--- config.mk ---
export PLATFORM = sky130hd
export DESIGN_NAME = vc_input_buffer
export DESIGN_NICKNAME = d
export VERILOG_FILES = /design/src/rtl/ravenoc_pkg.sv /design/src/rtl/vc_fifo.sv /design/src/rtl/vc_input_buffer.sv
export SDC_FILE = /design/constraint.sdc
export NUM_CORES = 1
export LEC_CHECK = 0
export ABC_AREA = 1
export CAP_MARGIN = 20
export CORE_MARGIN = 1
export CORE_UTILIZATION = 40
export DETAILED_ROUTE_END_ITERATION = 10
export DONT_BUFFER_PORTS = 1
export GPL_TIMING_DRIVEN = 0
export MAX_ROUTING_LAYER = met4
export PLACE_DENSITY = 0.52
export SYNTH_ARGS = -nofsm -noshare
export SYNTH_HDL_FRONTEND = slang
export SYNTH_SLANG_ARGS = --single-unit
export TNS_END_PERCENT = 10
--- constraint.sdc ---
create_clock -name clk -period 2.1 [get_ports clk]
set_input_delay 0.21 -clock clk [delete_from_list [all_inputs] [get_ports clk]]
set_output_delay 0.21 -clock clk [all_outputs]
set_load 0.005 [all_outputs]
--- src/rtl/ravenoc_pkg.sv ---
// Shared RaveNoC types and constants for the router input path.
package ravenoc_pkg;

    localparam int N_VIRT_CHN = 3;
    localparam int FLIT_WIDTH = 8;
    localparam int BUFF_DEPTH = 4;
    localparam int VC_WIDTH   = (N_VIRT_CHN > 1) ? $clog2(N_VIRT_CHN) : 1;

    typedef struct packed {
        logic                  valid;
        logic [FLIT_WIDTH-1:0] fdata;
        logic [VC_WIDTH-1:0]   vc_id;
    } s_flit_req_t;

    typedef struct packed {
        logic [N_VIRT_CHN-1:0] ready;
    } s_flit_resp_t;

endpackage

--- src/rtl/vc_fifo.sv ---
// Single virtual-channel flit FIFO. Wrap-bit pointers distinguish full from
// empty. Storage is deliberately left unreset; only the pointers are cleared.
module vc_fifo #(
    parameter int WIDTH = 8,
    parameter int DEPTH = 4
) (
    input  logic             clk,
    input  logic             arst,
    input  logic             write_i,
    input  logic [WIDTH-1:0] data_i,
    input  logic             read_i,
    output logic [WIDTH-1:0] data_o,
    output logic             full_o,
    output logic             empty_o
);

    localparam int AW = $clog2(DEPTH);
    localparam int PW = AW + 1;

    logic [PW-1:0]               wr_ptr, rd_ptr;
    logic [DEPTH-1:0][WIDTH-1:0] mem;
    logic                        do_wr, do_rd;

    assign full_o  = (wr_ptr[AW] != rd_ptr[AW]) && (wr_ptr[AW-1:0] == rd_ptr[AW-1:0]);
    assign empty_o = (wr_ptr == rd_ptr);
    assign data_o  = mem[rd_ptr[AW-1:0]];

    // Guard locally as well so a misbehaving caller cannot corrupt occupancy.
    assign do_wr = write_i && !full_o;
    assign do_rd = read_i && !empty_o;

    // Pointer advance; both may move in the same cycle.
    always_ff @(posedge clk or posedge arst) begin
        if (arst) begin
            wr_ptr <= '0;
            rd_ptr <= '0;
        end else begin
            if (do_wr) wr_ptr <= wr_ptr + PW'(1);
            if (do_rd) rd_ptr <= rd_ptr + PW'(1);
        end
    end

    // Flit storage write.
    always_ff @(posedge clk) begin
        if (do_wr) mem[wr_ptr[AW-1:0]] <= data_i;
    end

endmodule

--- src/rtl/vc_input_buffer.sv ---
// Per-port input buffer: one FIFO per VC, fixed-priority (highest VC wins)
// presentation to the input router. Outputs depend only on registered state.
module vc_input_buffer
    import ravenoc_pkg::*;
#(
    parameter int BUFF_DEPTH = ravenoc_pkg::BUFF_DEPTH
) (
    input  logic                  clk,
    input  logic                  arst,
    input  s_flit_req_t           fin_req_i,
    output s_flit_resp_t          fin_resp_o,
    output s_flit_req_t           fout_req_o,
    input  s_flit_resp_t          fout_resp_i,
    output logic [N_VIRT_CHN-1:0] vc_empty_o
);

    logic [N_VIRT_CHN-1:0]                 wr_en, rd_en, full, empty;
    logic [N_VIRT_CHN-1:0][FLIT_WIDTH-1:0] head;
    logic [VC_WIDTH-1:0]                   sel;
    logic                                  any_vld;

    for (genvar v = 0; v < N_VIRT_CHN; v++) begin : g_vc
        // Out-of-range vc_id matches no lane and is dropped.
        assign wr_en[v] = fin_req_i.valid && (fin_req_i.vc_id == VC_WIDTH'(v)) && !full[v];
        assign rd_en[v] = any_vld && (sel == VC_WIDTH'(v)) && fout_resp_i.ready[v];

        vc_fifo #(
            .WIDTH (FLIT_WIDTH),
            .DEPTH (BUFF_DEPTH)
        ) u_fifo (
            .clk     (clk),
            .arst    (arst),
            .write_i (wr_en[v]),
            .data_i  (fin_req_i.fdata),
            .read_i  (rd_en[v]),
            .data_o  (head[v]),
            .full_o  (full[v]),
            .empty_o (empty[v])
        );
    end

    assign fin_resp_o.ready = ~full;
    assign vc_empty_o       = empty;

    // Fixed-priority select: last non-empty VC in ascending scan wins.
    always_comb begin
        sel     = '0;
        any_vld = 1'b0;
        for (int v = 0; v < N_VIRT_CHN; v++) begin
            if (!empty[v]) begin
                sel     = VC_WIDTH'(v);
                any_vld = 1'b1;
            end
        end
    end

    // Present the selected head; all-zero when nothing is buffered.
    always_comb begin
        fout_req_o = '0;
        if (any_vld) begin
            fout_req_o.valid = 1'b1;
            fout_req_o.fdata = head[sel];
            fout_req_o.vc_id = sel;
        end
    end

endmodule

======== After elaboration in Yosys (flattened, before gate mapping) ========
Index checks and enable logic that the tools add are counted.
storage, ports and cells
  bits in registers ....................... 114
  output and inout bits ................... 17
  input bits .............................. 16
  logic and storage cells ................. 103
cells by class
  add/sub/neg operators ................... 6
  reductions and logical operators ........ 32
  multiplexer cells ....................... 23
  order comparisons ....................... 10
  bitwise operators ....................... 1
  equality and inequality tests ........... 13
operators by type and width
  kind                   count
  $bwmux W32             3
  $bmux W8 S2            4
  $mux W8                7
  $demux W8 S2           3
  $logic_and A1 B1 Y1    24
  $lt A2 B3 Y1 const B   7
  $add A3 B1 Y3 const B  6
  $mux W11               1
  $eq A3 B3 Y1           3
  $eq A2 B2 Y1           3
  $ge A2 B1 Y1 const B   3
  $logic_not A1 Y1       6
  $eq A2 B1 Y1 const B   2
  $eq A2 B2 Y1 const B   2
  $logic_not A2 Y1       2
  $mux W1                4
  $ne A1 B1 Y1           3
  $not A3 Y3             1
  $mux W2                1

======== Longest topological paths before layout ========
  depth in word-level cells ............... 7
  depth in mapped cells ................... 10
  mapped depth without buffers ............ 9

======== By module ========
Synthesis repeated with hierarchy kept, for this count alone.
unflattened totals
  cell total of the unflattened synthesis .. 490
  area total of the unflattened synthesis .. 5,242.5 um^2
by module, submodules not included
  module           times used  sequential area each (um^2)  cells an instance  area an instance (um^2)
  vc_fifo          3           1,111.1                      139                1,631.6
  vc_input_buffer  1           0.0                          73                 347.8

======== Least setup slack after synthesis ========
No wires, ideal clock.
  path type ............................... register to register
  start point ............................. register g_vc[1].u_fifo.rd_ptr[0]
  end point ............................... register g_vc[1].u_fifo.mem[0] (netlist bit) (enable)
  library setup time ...................... 0.371 ns
  data required time ...................... 1.729 ns
  setup slack ............................. 0.383 ns
  period minus slack after synthesis ...... 1.717 ns
  buffers on the path ..................... 1
  stages on the path, launching flop included .. 6
  arrival ................................. 1.346 ns
  path through ............................ dfrtp_1 -> buf_6 -> xnor2_4 -> nand3_1 -> nand3_2 -> nor2_1
between the ends
  word-level cells in the longest chain between the ends .. 5
RTL lines
  element                        RTL line                              RTL
  start, declared                vc_fifo.sv:20                         logic [PW-1:0] wr_ptr, rd_ptr;
  start signal, assigned         vc_fifo.sv:39                         if (do_rd) rd_ptr <= rd_ptr + PW'(1);
  $eq A2 B2 Y1 (*)               vc_fifo.sv:24                         assign full_o = (wr_ptr[AW] != rd_ptr[AW]) && (wr_ptr[AW-1:0] == rd_ptr[AW-1:0]);
  $logic_and A1 B1 Y1 (*)        vc_fifo.sv:24
  $logic_not A1 Y1 (*)           vc_fifo.sv:29, vc_input_buffer.sv:24
  $logic_and A1 B1 Y1            vc_input_buffer.sv:24                 assign wr_en[v] = fin_req_i.valid && (fin_req_i.vc_id == VC_WIDTH'(v)) && !full[v];
  $logic_and A1 B1 Y1 (*)        vc_fifo.sv:29                         assign do_wr = write_i && !full_o;
  end signal, assigned by index  vc_fifo.sv:45                         if (do_wr) mem[wr_ptr[AW-1:0]] <= data_i;
  end, declared                  vc_fifo.sv:21                         logic [DEPTH-1:0][WIDTH-1:0] mem;
Every way passes the cells marked *; elsewhere a longest branch is shown, timed or not.
A chain may end at the register's enable or synchronous reset.

======== Worst setup path after layout ========
  start point ............................. register g_vc[1].u_fifo.rd_ptr[1]
  end point ............................... register g_vc[1].u_fifo.mem[1] (netlist bit) (enable)
Same word-level chain as after synthesis.

==> out/metrics.csv <==
metric;value;unit
outcome;complete, but fails checks;
failing checks;setup timing;
Slew Limit Fails;0;
Top Family by Delay on Critical Path;simple AND/OR/NAND/NOR gates;
final setup fails;8;
register area share after synthesis;64.4;%
Power Density;1400;nW/um^2
syn avg cell area;10.8;um^2
Initial Util;41.0;%
FILL cells;1149;
design area;6180;um^2
Sw Ratio;35.7;%
area occupied by multi-input gates;1640;um^2
fin cells;698;
number of global-route vias before repair;3144;
Comb pwr share;35.3;%
die height;116;um
H-tree levels;4;
grt ovf;0;
CTS buffer count;17;
flop2flop setup slack;-0.02;ns
CP most frequent cell;nand2_2;
Clock Tree Root;clkbuf_16;
RePlAce Congestion;0.821;
CP peak stage delay;0.67;ns
Arr. time, crit path;2.15;ns
Total Neg Setup Slack;-0.150;ns
initial antenna violation count;0;
r2r startpoint;g_vc[1].u_fifo.rd_ptr[1];
Pleak;2.48;nW
setup ws final;-0.0210;ns
Fin Clk Skew;0.00755;ns
Register Area;3340;um^2
first-pass GRT wire length;16700;um
Max-cap violations;0;
Die W;116;um
kind of critical path;reg -> reg;
clock network fraction of design power;30.7;%
min-delay src;fout_resp_i[0];
GRT Overall Usage;18.1;%
hpwl dp;7260;um
Max Clock Freq;471;MHz
# diodes;0;
crit path capture type;flip-flop;
placed cells;652;
vias per std cell;4.69;
average routed wire per standard cell;15.2;um
Die Footprint;13400;um^2
# port buffers;0;
# IOs;33;
crit path max fanout;10;
critical-path cell list;buf_6, nand2_2, nand2_2, nand3_1, nand3_2, nor2_1;
Post-Syn Instances;480;
Yosys Warn Count;0;
Crit-path slowest cell;nor2_1;
Routed Antenna Nets;0;
Critical R2R Capture;g_vc[1].u_fifo.mem[1];
# DRC;0;
Hold Crit Depth;4;
Sink Count;114;
Distinct cells, synth;27;
post-route minimum period;2.12;ns
Rel. slew slack;46.4;%
layout cells sized above 1;16.7;%
Placement Rows;41;
routed vias;3276;
Worst Tran Pin Value;0.801;ns
Tcrit/Tclk final;101;%
core area;12600;um^2
clock buffer depth;2;
final wirelength;10600;um
largest net degree at the start of global routing;19;
clock latency at the later pin of the worst-skew pair;0.41;ns
syn nets;511;
sequential share of power;34.0;%
Pint;0.00558;W
Sw Pwr;0.00309;W
final count of hold timing violations;0;
clock slew at reported path FFs;0.05;ns
first drt pass iteration count;4;
Hold Crit Class;in -> reg;
R2R cell count;6;
Critical Path Start;g_vc[1].u_fifo.rd_ptr[1];
synthesized area;5170;um^2
Final #Nets;544;
Placement Cell Area;5390;um^2
Iteration-0 DRC Markers;172;
CP startpoint kind;flip-flop;
CP Data Required Time;2.13;ns
RSZ-0062 raised after global routing;true;
number of buffers and inverters on the critical path;1;
Worst Hold Path EP;g_vc[0].u_fifo.rd_ptr[0];
VDD IR max;564;uV
Area Overhead vs Synth;19.5;%
Seq cells post-synth;114;
TritonCTS clock tree;yes;
==> how the worst max path moves through the flow <==
stage	end	slack (ns)	cells after the start
5_1_grt	g_vc[1].u_fifo.mem[3]	-0.18	6
2_1_floorplan	g_vc[1].u_fifo.mem[0]	0.38	5
4_1_cts	g_vc[1].u_fifo.mem[31]	-0.06	6
3_3_place_gp	g_vc[2].u_fifo.mem[29]	-0.08	5
6_report	g_vc[1].u_fifo.mem[1]	-0.02	6
3_5_place_dp	g_vc[2].u_fifo.mem[25]	-0.07	5
==> stage by stage <==
step | setup WS, ns | power [W] | hold slack [ns] | utilization (%)
finish | -0.0210 | 0.00867 | 0.0738 | 49.0
global route | -0.181 | 0.00926 | 0.0879 | 49.0
CTS | -0.0554 | 0.00864 | 0.0615 | 48.6
detailed placement | -0.0735 | 0.00575 | 0.269 | 42.7
global placement | -0.0794 | 0.00569 | 0.277 | 42.7
floorplan | 0.383 | 0.00505 | 0.149 | -
==> sequential cells by signal, indices dropped and copies added, names as in the netlist <==
name,cells
g_vc.u_fifo.wr_ptr,9
g_vc.u_fifo.rd_ptr,9
g_vc.u_fifo.mem,96
==> synth_stat cells, drive strengths merged <==
master  number  share of area (%)
nand2      146                 11
edfxtp      96                 56
dfrtp       18                8.7
xnor2        6                1.5
o21ai       21                2.0
xor2         7                1.2
nor3         1              0.097
a21oi        2               0.19
inv         36                2.6
clkbuf       3               0.22
buf         15                2.3
ha          15                3.6
o211ai       8                1.2
nor2        50                3.9
clkinv       2               0.15
nand3       53                5.6
nand3b       1               0.15
==> logic make-up (layout without fill, tap and decap cells) <==
kind of cell	after synthesis	after routing	share of synthesized area [%]
buffers and inverters	56	102	5.27
DFF	114	114	64.4
xor gates and xnor gates	13	13	2.71
adders and majority gates	15	15	3.63
and+or+nand+nor	251	251	20.6
AOI/OAI and AO/OA	31	31	3.38
==> worst min-delay path, stage by stage <==
cell     delay, ns
nand2_1       0.04
inv_1         0.07
nand3_1       0.07
nand2_1       0.05
==> metal layers <==
metal,vias up,part of all wire [%],wire length [um],global-route usage (%)
li1,1670,-,-,-
met1,1530,47,4990,22.7
met2,64,46,4880,26.7
met3,12,5.8,620,5.96
met4,0,1.5,155,7.78
met5,-,0,0,-
==> repair_timing <==
action,4_1_cts,5_1_grt
hold buffers,11,0
gates cloned,0,0
setup endpoints to repair,41,69
setup buffers,3,0
pin swaps,3,4
endpoints found under the hold margin,118,0
resized for setup,16,26
==> layout make-up <==
cell class	instances	area share, %
buffer	18	2.45
clock buffer	20	7.06
clock inverter	12	1.88
inverter	38	2.51
multi-input combinational	310	26.5
sequential	114	53.9
tap	172	3.48
timing repair buffer	14	2.14
==> cell usage in the layout (no fill, tap or decap), types with 3 or more instances in the layout <==
master / n
clkinvlp_4: 4
clkbuf_2: 3
clkinv_1: 4
dfrtp_1: 16
o211ai_1: 8
nand3_1: 50
inv_1: 30
clkbuf_16: 17
buf_6: 7
nor2_1: 33
nor2_2: 15
nand2_1: 136
ha_1: 15
nand2_2: 9
clkinv_2: 3
inv_4: 3
inv_2: 3
o21ai_1: 3
edfxtp_1: 96
buf_4: 9
xor2_1: 7
dlygate4sd3_1: 11
clkbuf_1: 3
xnor2_1: 4
o21ai_0: 18
==> power by group through the flow <==
stage	logic (W)	registers, W	clock network (W)
after CTS	0.00298	0.00295	0.00270
after global placement	0.00272	0.00297	0
after floorplan	0.00212	0.00293	0
final	0.00306	0.00295	0.00266
after detailed placement	0.00277	0.00298	0
after global routing	0.00347	0.00298	0.00281
(Power assumes the default switching activity.)
